## src/rtl/reg_write_arbiter.sv

```systemverilog
// rtl/reg_write_arbiter.sv - round-robin write arbiter driving a shared enable-gated register bank
module reg_write_arbiter #(
    parameter int NUM_REQ  = 4,
    parameter int NUM_REGS = 8,
    parameter int DATA_W   = 8,
    parameter int ADDR_W   = 3
) (
    input  logic                        clk,
    input  logic                        reset,
    input  logic                        hold,
    input  logic [NUM_REQ-1:0]          req,
    input  logic [NUM_REQ*ADDR_W-1:0]   req_addr,
    input  logic [NUM_REQ*DATA_W-1:0]   req_data,
    output logic [NUM_REQ-1:0]          gnt,
    output logic [NUM_REGS-1:0]         reg_en,
    output logic [DATA_W-1:0]           reg_d,
    output logic                        addr_err,
    output logic                        busy
);

    localparam int PTR_W = (NUM_REQ > 1) ? $clog2(NUM_REQ) : 1;
    localparam logic [PTR_W:0] NREQ = (PTR_W+1)'(NUM_REQ);

    logic [PTR_W-1:0]    ptr;
    logic [NUM_REQ-1:0]  eligible;
    logic                found;
    logic [PTR_W-1:0]    win;
    logic [PTR_W:0]      cand;
    logic [ADDR_W-1:0]   win_addr;
    logic [DATA_W-1:0]   win_data;
    logic [NUM_REQ-1:0]  gnt_next;
    logic [NUM_REGS-1:0] en_next;
    logic                err_next;
    logic [PTR_W-1:0]    ptr_next;

    // The requester holding gnt this cycle is masked so a late-dropped req is not re-granted.
    assign eligible = req & ~gnt;

    always_comb begin
        found = 1'b0;
        win   = '0;
        cand  = '0;
        for (int k = 0; k < NUM_REQ; k++) begin
            cand = {1'b0, ptr} + (PTR_W+1)'(k);
            if (cand >= NREQ) begin
                cand = cand - NREQ;
            end
            if (!found && eligible[cand[PTR_W-1:0]]) begin
                found = 1'b1;
                win   = cand[PTR_W-1:0];
            end
        end
    end

    always_comb begin
        win_addr = '0;
        win_data = '0;
        gnt_next = '0;
        for (int i = 0; i < NUM_REQ; i++) begin
            if (win == PTR_W'(i)) begin
                win_addr    = req_addr[i*ADDR_W +: ADDR_W];
                win_data    = req_data[i*DATA_W +: DATA_W];
                gnt_next[i] = 1'b1;
            end
        end
    end

    // Out-of-range addresses enable no word and raise addr_err instead.
    always_comb begin
        en_next = '0;
        for (int r = 0; r < NUM_REGS; r++) begin
            en_next[r] = (32'(win_addr) == r);
        end
        err_next = (32'(win_addr) >= NUM_REGS);
        ptr_next = (win == PTR_W'(NUM_REQ - 1)) ? '0 : win + PTR_W'(1);
    end

    always_ff @(posedge clk) begin
        if (reset) begin
            gnt      <= '0;
            reg_en   <= '0;
            reg_d    <= '0;
            addr_err <= 1'b0;
            busy     <= 1'b0;
            ptr      <= '0;
        end else begin
            busy <= |eligible;
            if (!hold && found) begin
                gnt      <= gnt_next;
                reg_en   <= en_next;
                reg_d    <= win_data;
                addr_err <= err_next;
                ptr      <= ptr_next;
            end else begin
                gnt      <= '0;
                reg_en   <= '0;
                addr_err <= 1'b0;
            end
        end
    end

endmodule

```

## config.mk

```make
export PLATFORM = sky130hd
export DESIGN_NAME = reg_write_arbiter
export DESIGN_NICKNAME = d
export VERILOG_FILES = /design/src/rtl/reg_write_arbiter.sv
export SDC_FILE = /design/constraint.sdc
export NUM_CORES = 1
export LEC_CHECK = 0
export ABC_AREA = 1
export BUFFER_PORTS_ARGS = -buffer_cell sky130_fd_sc_hd__buf_4
export CAP_MARGIN = 20
export CORE_MARGIN = 4
export CORE_UTILIZATION = 25
export DETAILED_ROUTE_END_ITERATION = 10
export GPL_TIMING_DRIVEN = 0
export PLACE_DENSITY = 0.46
export SLEW_MARGIN = 0
export SYNTH_ARGS = -nofsm -noshare
export SYNTH_HDL_FRONTEND = slang
export SYNTH_SLANG_ARGS = --single-unit
export TNS_END_PERCENT = 20
```

## constraint.sdc

```tcl
create_clock -name clk -period 6.17 [get_ports clk]
set_clock_uncertainty 0.05 [all_clocks]
set_input_delay 0.3085 -clock clk [delete_from_list [all_inputs] [get_ports clk]]
set_output_delay 0.3085 -clock clk [all_outputs]
set_load 0.005 [all_outputs]
```

==> qor.yml, run 1 <==
reg2reg_depth: 18
fmax_ghz: 0.389
portBuffers: 71
rows: 27
wl_per_cell_um: 12.0
first_pass_iters: 4
synth.avg_cell_area_um2: 6.56
yosysSeqAreaShare: 0.316
routabilityCongestion: 0.849
async_flop_share: 0
drtIter0Drc: 25
finalSetupTns_ns: 0
cts_buffers: 3
hpwl_um: 3760
antennaDiodeCount: 0
grt_pass1_vias: 1591
fin_nets: 353
clock_path_buffers: 2
synth_top_area_frac: 0.316
syn-num-nets: 277
path_class: "flop to flop"
cts.sinks: 23
die-area_mm2: 0.00711
cts_setup_buffers: 0
rsz0062_at_grt: "no"
cts_resized: 0
clk_latency_ns: 0.26
ios: 73
hold_depth: 3
synthTopCellsByArea: "dfxtp_1 32%, nand2_1 19%, a21oi_1 6.9%, nand3_1 5.2%, o21ai_1 4.1%"
totalWireLength_um: 4420
fp.coreArea_mm2: 0.00557
grt_use_total: 0.120
cp.required_ns: 6.28
outcome: "completed"
synth_area_mm2: 0.00146
p_leak_uw: 0.00110
synth_top_area_cell: "dfxtp_1"
vias: 1613
h-tree-depth: 1
start_util: 0.261
antenna_found_initial: 0
cp.arrival_ns: 2.68
cts_tree: "done"
drv_slew: 0
vias_per_cell: 4.37
cts-root-buf: "clkbuf_8"
worstHoldPathType: "input port to flop"
synthFlopType: "dfxtp_1"
setup-violations-final: 0
grt_pass1_wl_um: 7000
grt_max_degree: 14
drc: 0
area_delta_synth_final_pct: 46.0
fin_crit_ns: 2.57
ys_ff_latch: 23
start_kind: "flop"
powerDensity_mw_per_mm2: 374
placed_area_mm2: 0.00208
cts-hold-fix-buffers: 0
synth_cell_types: 26
fp.dieH_um: 84.3
synth-edff-count: 0
synth_commonest_cells: "75 x nand2_1, 23 x dfxtp_1, 20 x a21oi_1"
reg2reg_slack_ns: 3.60
grt_overflow: 0
yosysMostFrequentCell: "nand2_1"
worstPathMaxFanout: 9
design_area_mm2: 0.00213
clk_pin_slew_ns: 0.08
vdd_drop_max_uv: 134
detail-route-antenna-nets: 0
drive_above_1_share: 0.350
die_x_um: 84.3
max_cap_violations: 0
finalHoldViolCount: 0
endpoint_kind: "flop"
yosys_warnings: 0
syn-instance-count: 222
finalCritPeriodShare: 0.417
-- state kept, by name, indices dropped and copies added, names as in the netlist --
signal  flops
busy        1
gnt         4
ptr         2
reg_d       8
reg_en      8
-- path summary, 6_finish.rpt --
path | startpoint | end
setup / recovery | ptr[1]$_SDFFE_PP0P_ | reg_en[4]$_SDFF_PP0_
hold / removal | req[0] | busy$_SDFF_PP0_
setup reg to reg | ptr[1]$_SDFFE_PP0P_ | reg_en[4]$_SDFF_PP0_
hold reg to reg | reg_d[5]$_SDFFE_PP0P_ | reg_d[5]$_SDFFE_PP0P_
-- cell families after synthesis --
kind of cell / share of synthesized area
and+or+nand+nor: 0.381
DFF: 0.316
adders and majority gates: 0.0344
buffers and inverters: 0.101
other: 0.00257
AOI/OAI and AO/OA: 0.166
-- per-layer routing --
layer / GRT usage / share of wire / vias to the layer above
met5: 0 / 0 / -
li1: - / - / 871
met3: 0.0530 / 0.097 / 2
met2: 0.217 / 0.48 / 51
met1: 0.135 / 0.42 / 689
met4: 0.00877 / 0.0041 / 0
-- layout by cell type, fill, tap and decap left out --
cell,Yosys,final
a21oi_1,20,20
a21oi_2,1,1
a22oi_1,1,1
buf_2,2,2
buf_4,2,73
buf_6,2,2
clkbuf_1,2,2
clkbuf_8,0,3
clkinv_2,0,1
conb_1,1,1
dfxtp_1,23,23
dlymetal6s2s_1,1,1
ha_1,4,4
inv_1,11,11
inv_2,7,7
inv_8,1,1
nand2_1,75,75
nand2_2,5,5
nand2_4,2,2
nand3_1,15,15
nand3_2,5,5
nand4_1,3,3
nor2_1,15,15
nor2_2,2,2
o211ai_1,8,8
o21ai_0,1,1
o21ai_1,12,12
or2_1,1,1
-- through the flow --
step | util | worst slack [ns] | instances | total power [uW] | hold slack [ns]
2_1_floorplan | - | 4.00 | 222 | 550 | 0.410
3_3_place_gp | 0.373 | 3.58 | 365 | 721 | 0.402
3_5_place_dp | 0.373 | 3.57 | 365 | 721 | 0.410
4_1_cts | 0.381 | 3.56 | 369 | 816 | 0.273
5_1_grt | 0.381 | 3.30 | 369 | 887 | 0.303
6_report | 0.381 | 3.60 | 369 | 796 | 0.274
-- cell type report --
class / instances / area [um^2]
fill: 661 / 3450
multi-input combinational: 171 / 850
timing repair buffer: 71 / 533
sequential: 23 / 460
tap: 72 / 90.1
inverter: 19 / 78.8
buffer: 9 / 67.6
clock buffer: 3 / 41.3
clock inverter: 1 / 5.00
-- worst max-delay path, cell delays in order (launching register included) --
cell	delay, ns
dfxtp_1	0.46
inv_2	0.13
nand2_1	0.08
nand2_1	0.07
nand3_2	0.08
nand2_4	0.07
nand2_4	0.08
nand3_2	0.08
nand3_2	0.11
inv_1	0.07
ha_1	0.27
nor2_2	0.35
a22oi_1	0.13
nand2_1	0.08
nand2_1	0.05
nand2_1	0.13
inv_2	0.05
nand2_1	0.07
nor2_1	0.05
-- power breakdown --
| part | switching, uW | leakage [uW] | internal (uW) |
|---|---|---|---|
| sequential | 18.6 | 0.000188 | 183 |
| clock | 46.9 | 0.0000255 | 45.0 |
| combinational | 300 | 0.000885 | 203 |
| total | 365 | 0.00110 | 431 |
Note: power is estimated with default switching activity, not from simulation.
==> inputs of run 2 (changes only) <==
==> constraint.sdc (replaced) <==
create_clock -name clk -period 2.4 [get_ports clk]
set_clock_uncertainty 0.05 [all_clocks]
set_input_delay 0.12 -clock clk [delete_from_list [all_inputs] [get_ports clk]]
set_output_delay 0.12 -clock clk [all_outputs]
set_load 0.005 [all_outputs]
==> qor.yml, run 2 (synthesis gave the netlist of run 1 again) <==
vias_per_cell: 4.40  # +0.56%
endpoint_kind: "flop"
wl_per_cell_um: 12.2  # +2.0%
worstHoldPathType: "input port to flop"
antennaDiodeCount: 0  # unchanged
setup-violations-final: 0  # unchanged
p_leak_uw: 0.00114  # +3.8%
drc: 0  # unchanged
first_pass_iters: 4  # unchanged
rsz0062_at_grt: "yes"
grt_overflow: 0  # unchanged
die-area_mm2: 0.00711  # unchanged
die_x_um: 84.3  # unchanged
vias: 1644  # +1.9%
clk_latency_ns: 0.26  # about the same
outcome: "completed"
cts_buffers: 3  # unchanged
finish.utilization: 0.409  # +0.0272
finalCritPeriodShare: 0.943  # +0.526
cts.sinks: 23  # unchanged
grt_pass1_vias: 1591  # unchanged
cts-hold-fix-buffers: 0  # unchanged
drtIter0Drc: 24  # -4.0%
fmax_ghz: 0.442  # +14%
start_kind: "flop"
detail-route-antenna-nets: 0  # unchanged
grt_use_total: 0.121  # +0.00122
cts_tree: "done"
finalHoldViolCount: 0  # unchanged
max_cap_violations: 0  # unchanged
drv_slew: 0  # unchanged
drive_above_1_share: 0.444  # +0.0935
cts-root-buf: "clkbuf_8"
clock_path_buffers: 2  # unchanged
h-tree-depth: 1  # unchanged
cp.required_ns: 2.49  # -3.79 ns
vdd_drop_max_uv: 355  # +160%
grt_pass1_wl_um: 7070  # +0.89%
fin_crit_ns: 2.26  # -0.309 ns
fin_nets: 358  # +1.4%
area_delta_synth_final_pct: 56.4
clk_pin_slew_ns: 0.08  # about the same
antenna_found_initial: 0  # unchanged
finalSetupTns_ns: 0  # unchanged
rows: 27  # unchanged
final_cell_mix: "77 x buf_4, 70 x nand2_1, 22 x dfxtp_1"
start_util: 0.261  # unchanged
totalWireLength_um: 4570  # +3.4%
largestRegisters: "reg_d: 8 flops, reg_en: 8 flops, gnt: 4 flops"
portBuffers: 71  # unchanged
ios: 73  # unchanged
fp.coreArea_mm2: 0.00557  # unchanged
hpwl_um: 3760  # unchanged
fp.dieH_um: 84.3  # unchanged
routabilityCongestion: 0.849  # unchanged
path_class: "flop to flop"
worstPathMaxFanout: 10  # +1
powerDensity_mw_per_mm2: 999  # +170%
grt_max_degree: 14  # unchanged
cp.arrival_ns: 2.35  # -0.33 ns
final_common_cell: "buf_4"
-- run 2: changes by cell type in the layout (fill, tap and decap cells not counted), moves of 3 or more --
cell,previous run,this run
buf_4,73,77
ha_1,4,0
ha_2,0,3
nand2_1,75,70
nand2_2,5,10
nand3_1,15,8
nand3_2,5,11
-- run 2: layout make-up --
class | instances | area, um^2
repair buffers | 75 | 561
fillers | 649 | 3300
flip-flops and latches | 23 | 462
clock buffers | 3 | 41.3
clock inverters | 1 | 5.00
well taps | 72 | 90.1
inverters | 19 | 78.8
plain buffers | 9 | 85.1
multi-input cells | 172 | 955
-- run 2: layer usage --
layer / vias up / GRT usage / wire length [um]
met4: 0 / 0.00877 / 40
met1: 702 / 0.136 / 1940
li1: 883 / - / -
met2: 55 / 0.220 / 2160
met3: 4 / 0.0530 / 443
met5: - / 0 / 0
-- run 2: critical path, stage by stage (launching register included) --
cell	delay, ns
dfxtp_1	0.31
buf_6	0.14
inv_8	0.08
nand2_1	0.06
nand2_2	0.09
nand3_2	0.08
nand2_4	0.10
nand4_1	0.08
nand3_1	0.10
nand2_2	0.09
inv_2	0.07
ha_2	0.20
inv_1	0.09
buf_4	0.18
o21ai_1	0.15
nand2_1	0.07
o211ai_1	0.10
a21oi_1	0.08
-- run 2: what timing repair did --
action                                  in CTS  in global routing
buffers inserted                             0                  3
gates resized for setup                     10                 28
pin swaps                                    0                  3
endpoints found under the setup margin      16                 16
gates cloned                                 0                  2
-- run 2: path summary, 6_finish.rpt --
path / to / slack [ns] / cells after the start / start
max: reg_d[0]$_SDFFE_PP0P_ / 0.14 / 17 / ptr[0]$_SDFFE_PP0P_
min: busy$_SDFF_PP0_ / 0.09 / 3 / req[0]
max reg2reg: reg_d[0]$_SDFFE_PP0P_ / 0.14 / 17 / ptr[0]$_SDFFE_PP0P_
min reg2reg: reg_d[5]$_SDFFE_PP0P_ / 0.42 / 2 / reg_d[5]$_SDFFE_PP0P_
-- run 2: power by group --
part | internal [uW] | total (uW) | switching [uW] | leakage [uW]
Sequential | 471 | 520 | 49.0 | 0.000188
Combinational | 652 | 1520 | 866 | 0.000927
Clock | 116 | 236 | 120 | 0.0000255
Total | 1240 | 2270 | 1040 | 0.00114
-- run 2: stage by stage --
| step | setup slack (ns) | power (uW) | std cells | instance area (um^2) | hold WS [ns] |
|---|---|---|---|---|---|
| 3_5_place_dp | -0.199 | 1850 | 365 | 2080 | 0.363 |
| 2_1_floorplan | 0.229 | 1410 | 222 | 1460 | 0.223 |
| 3_3_place_gp | -0.193 | 1850 | 365 | 2080 | 0.365 |
| 6_report | 0.137 | 2270 | 374 | 2280 | 0.0903 |
| 4_1_cts | -0.00537 | 2140 | 369 | 2160 | 0.0830 |
| 5_1_grt | -0.0769 | 2520 | 374 | 2280 | 0.110 |
==> inputs of run 3 (changes only) <==
--- a/config.mk
+++ b/config.mk
@@ -5,14 +5,14 @@
 export SDC_FILE = /design/constraint.sdc
 export NUM_CORES = 1
 export LEC_CHECK = 0
-export ABC_AREA = 1
 export BUFFER_PORTS_ARGS = -buffer_cell sky130_fd_sc_hd__buf_4
 export CAP_MARGIN = 20
 export CORE_MARGIN = 4
 export CORE_UTILIZATION = 25
+export CTS_CLUSTER_SIZE = 30
 export DETAILED_ROUTE_END_ITERATION = 10
 export GPL_TIMING_DRIVEN = 0
-export PLACE_DENSITY = 0.46
+export PLACE_DENSITY = 0.47
 export SLEW_MARGIN = 0
 export SYNTH_ARGS = -nofsm -noshare
 export SYNTH_HDL_FRONTEND = slang
==> qor.yml, run 3 <==
synth-edff-count: 0  # unchanged
slowest_delay_ns: 0.41  # +0.10 ns
cts_tree: "done"
r2r-start: "ptr[0]$_SDFFE_PP0P_"
syn-num-nets: 222  # -20%
area_delta_synth_final_pct: 58.0
wl_per_cell_um: 14.1  # +15%
drc: 0  # unchanged
p_leak_uw: 0.000936  # -18%
portBuffers: 71  # unchanged
vias: 1440  # -12%
final_cell_mix: "75 x buf_4, 27 x a21oi_1, 22 x dfxtp_1"
whs_endpoint: "ptr[0]$_SDFFE_PP0P_"
cp_cell_sequence: "nor4b_1, a31oi_1, o311ai_4, inv_1, ha_2, buf_4, a21oi_2, a21o_1, o31a_1, nor2_1"
reg2reg_depth: 10  # -7
hpwl_um: 3450  # -8.2%
vdd_drop_max_uv: 234  # -34%
synthTopCellsByArea: "dfxtp_1 35%, a21oi_1 12%, o21ai_0 7.3%, a22oi_1 4.6%, ha_1 3.9%"
antennaDiodeCount: 0  # unchanged
async_flop_share: 0  # unchanged
max_cap_violations: 0  # unchanged
h-tree-depth: 1  # unchanged
detail-route-antenna-nets: 0  # unchanged
syn-instance-count: 167  # -25%
cp.arrival_ns: 2.41  # +0.06 ns
cts_buffers: 3  # unchanged
routabilityCongestion: 0.766  # -9.8%
vias_per_cell: 4.65  # +5.7%
endpoint_kind: "flop"
antenna_found_initial: 0  # unchanged
outcome: "completed"
yosysMostFrequentCell: "a21oi_1"
synth.avg_cell_area_um2: 7.77  # +18%
yosys_warnings: 0  # unchanged
fin_crit_ns: 2.26  # -0.00300 ns
grt_use_total: 0.137  # +0.0162
synth_top_area_cell: "dfxtp_1"
synth_cell_types: 34  # +31%
synthFlopType: "dfxtp_1"
final_common_cell: "buf_4"
regArea_um2: 464  # +0.54%
drv_slew: 0  # unchanged
powerDensity_mw_per_mm2: 602  # -40%
worstPathMaxFanout: 10  # unchanged
power_uw: 1230  # -46%
synth_top_area_frac: 0.355  # +0.0387
path_delay_family: "compound AO/OA/AOI/OAI gates"
clk_pin_slew_ns: 0.08  # about the same
totalWireLength_um: 4370  # -4.5%
hold_depth: 2  # -1
worstHoldPathType: "input port to flop"
setup-violations-final: 0  # unchanged
placed_area_mm2: 0.00191  # -7.9%
start_util: 0.266  # +0.00462
multi_input_area_um2: 796  # -17%
cts-root-buf: "clkbuf_8"
clock_path_buffers: 2  # unchanged
rows: 25  # -7.4%
die_x_um: 80.0  # -5.1%
ys_ff_latch: 23  # unchanged
fillCellCount: 549  # -15%
fp.coreArea_mm2: 0.00488  # -12%
worstHoldStart: "hold"
grt_max_degree: 14  # unchanged
path_class: "flop to flop"
design_area_mm2: 0.00205  # -10%
ios: 73  # unchanged
grt_overflow: 0  # unchanged
start_kind: "flop"
synth_area_mm2: 0.00130  # -11%
reg2reg_slack_ns: 0.14  # about the same
yosysSeqAreaShare: 0.355  # +0.0387
finalHoldViolCount: 0  # unchanged
largestRegisters: "reg_d: 8 flops, reg_en: 8 flops, gnt: 4 flops"
cts.sinks: 23  # unchanged
clk_latency_ns: 0.26  # about the same
worstReg2RegEnd: "reg_en[6]$_SDFF_PP0_"
grt_pass1_wl_um: 6810  # -3.6%
finalCritPeriodShare: 0.941  # -0.00125
fp.dieH_um: 80.0  # -5.1%
drive_above_1_share: 0.420  # -0.0240
die-area_mm2: 0.00641  # -9.9%
drtIter0Drc: 72  # +200%
cp.required_ns: 2.55  # +0.06 ns
grt_pass1_vias: 1430  # -10%
synth_commonest_cells: "30 x a21oi_1, 23 x dfxtp_1, 19 x o21ai_0"
critPathSlowestCell: "dfxtp_1"
fin_nets: 299  # -16%
crit_buf_inv: 2  # -3
first_pass_iters: 4  # unchanged
fmax_ghz: 0.443  # +0.13%
-- run 3: cell count changes after synthesis, moves of 4 or more --
cell	delta
nand2_1	-65
o21ai_0	+18
nand3_1	-15
o21ai_1	-12
a21oi_1	+10
o211ai_1	-8
a22oi_1	+7
inv_2	-7
and2_1	+5
nand2_2	-5
nand3_2	-5
nand2b_1	+4
nand3b_1	+4
nor2b_1	+4
-- run 3: worst max path at each step --
| stage | slack, ns | to | start | cells past startpoint |
|---|---|---|---|---|
| final | 0.14 | reg_en[6]$_SDFF_PP0_ | ptr[0]$_SDFFE_PP0P_ | 10 |
| after global routing | -0.002 | reg_en[2]$_SDFF_PP0_ | ptr[0]$_SDFFE_PP0P_ | 10 |
| after CTS | 0.005 | reg_en[6]$_SDFF_PP0_ | gnt[2]$_SDFF_PP0_ | 9 |
| after detailed placement | -0.24 | reg_en[3]$_SDFF_PP0_ | gnt[2]$_SDFF_PP0_ | 9 |
| after global placement | -0.26 | reg_en[3]$_SDFF_PP0_ | gnt[2]$_SDFF_PP0_ | 9 |
| after floorplan | 0.17 | reg_en[1]$_SDFF_PP0_ | gnt[2]$_SDFF_PP0_ | 9 |
-- run 3: cell families after synthesis --
group / Yosys count / share of synthesized area
other cells: 1 / 0.00289
fa+ha+maj: 4 / 0.0386
simple gates: 44 / 0.177
compound gates: 72 / 0.345
mux: 1 / 0.00771
buf+inv: 22 / 0.0733
flops: 23 / 0.355
-- run 3: final cells by class --
| type | instances | area share |
|---|---|---|
| Clock buffer | 3 | 0.0201 |
| Timing Repair Buffer | 73 | 0.269 |
| Clock inverter | 1 | 0.00244 |
| Buffer | 9 | 0.0311 |
| Multi-Input combinational cell | 122 | 0.388 |
| Tap cell | 67 | 0.0409 |
| Sequential cell | 23 | 0.226 |
| Inverter | 12 | 0.0220 |
-- run 3: power breakdown --
| group | internal, uW | total (uW) | leakage, uW | switching (uW) |
|---|---|---|---|---|
| clock | 116 | 243 | 0.0000255 | 127 |
| combinational | 271 | 549 | 0.000722 | 277 |
| sequential | 420 | 443 | 0.000189 | 22.9 |
| total | 807 | 1230 | 0.000936 | 427 |
-- run 3: per-layer routing --
layer / routed length (um) / global-route usage
met5: 0 / 0
met1: 1910 / 0.167
met2: 2090 / 0.230
met3: 319 / 0.0418
met4: 47 / 0.0405
-- run 3: repair_timing --
| item | in CTS | in global routing |
|---|---|---|
| endpoints found under the hold margin | 2 | 0 |
| gates resized for setup | 11 | 16 |
| hold buffers | 1 | 0 |
| endpoints found under the setup margin | 17 | 16 |
| pin swaps | 0 | 3 |
| buffers inserted | 0 | 1 |
-- run 3: per-stage QoR --
| stage | hold WS (ns) | util | setup WS, ns | instances | TNS [ns] |
|---|---|---|---|---|---|
| 3_5_place_dp | 0.265 | 0.392 | -0.241 | 305 | -3.08 |
| 5_1_grt | 0.0873 | 0.420 | -0.00227 | 310 | -0.00227 |
| 2_1_floorplan | 0.142 | - | 0.168 | 167 | 0 |
| 4_1_cts | 0.0962 | 0.411 | 0.00506 | 310 | 0 |
| 6_report | 0.107 | 0.420 | 0.140 | 310 | 0 |
| 3_3_place_gp | 0.262 | 0.392 | -0.260 | 305 | -3.39 |
-- run 3: worst register-to-register path, cell delays in order (launching register included) --
cell and delay, ns:
dfxtp_1 0.41, nor4b_1 0.08, a31oi_1 0.26, o311ai_4 0.18, inv_1 0.12, ha_2 0.21
buf_4 0.19, a21oi_2 0.07, a21o_1 0.19, o31a_1 0.32, nor2_1 0.11
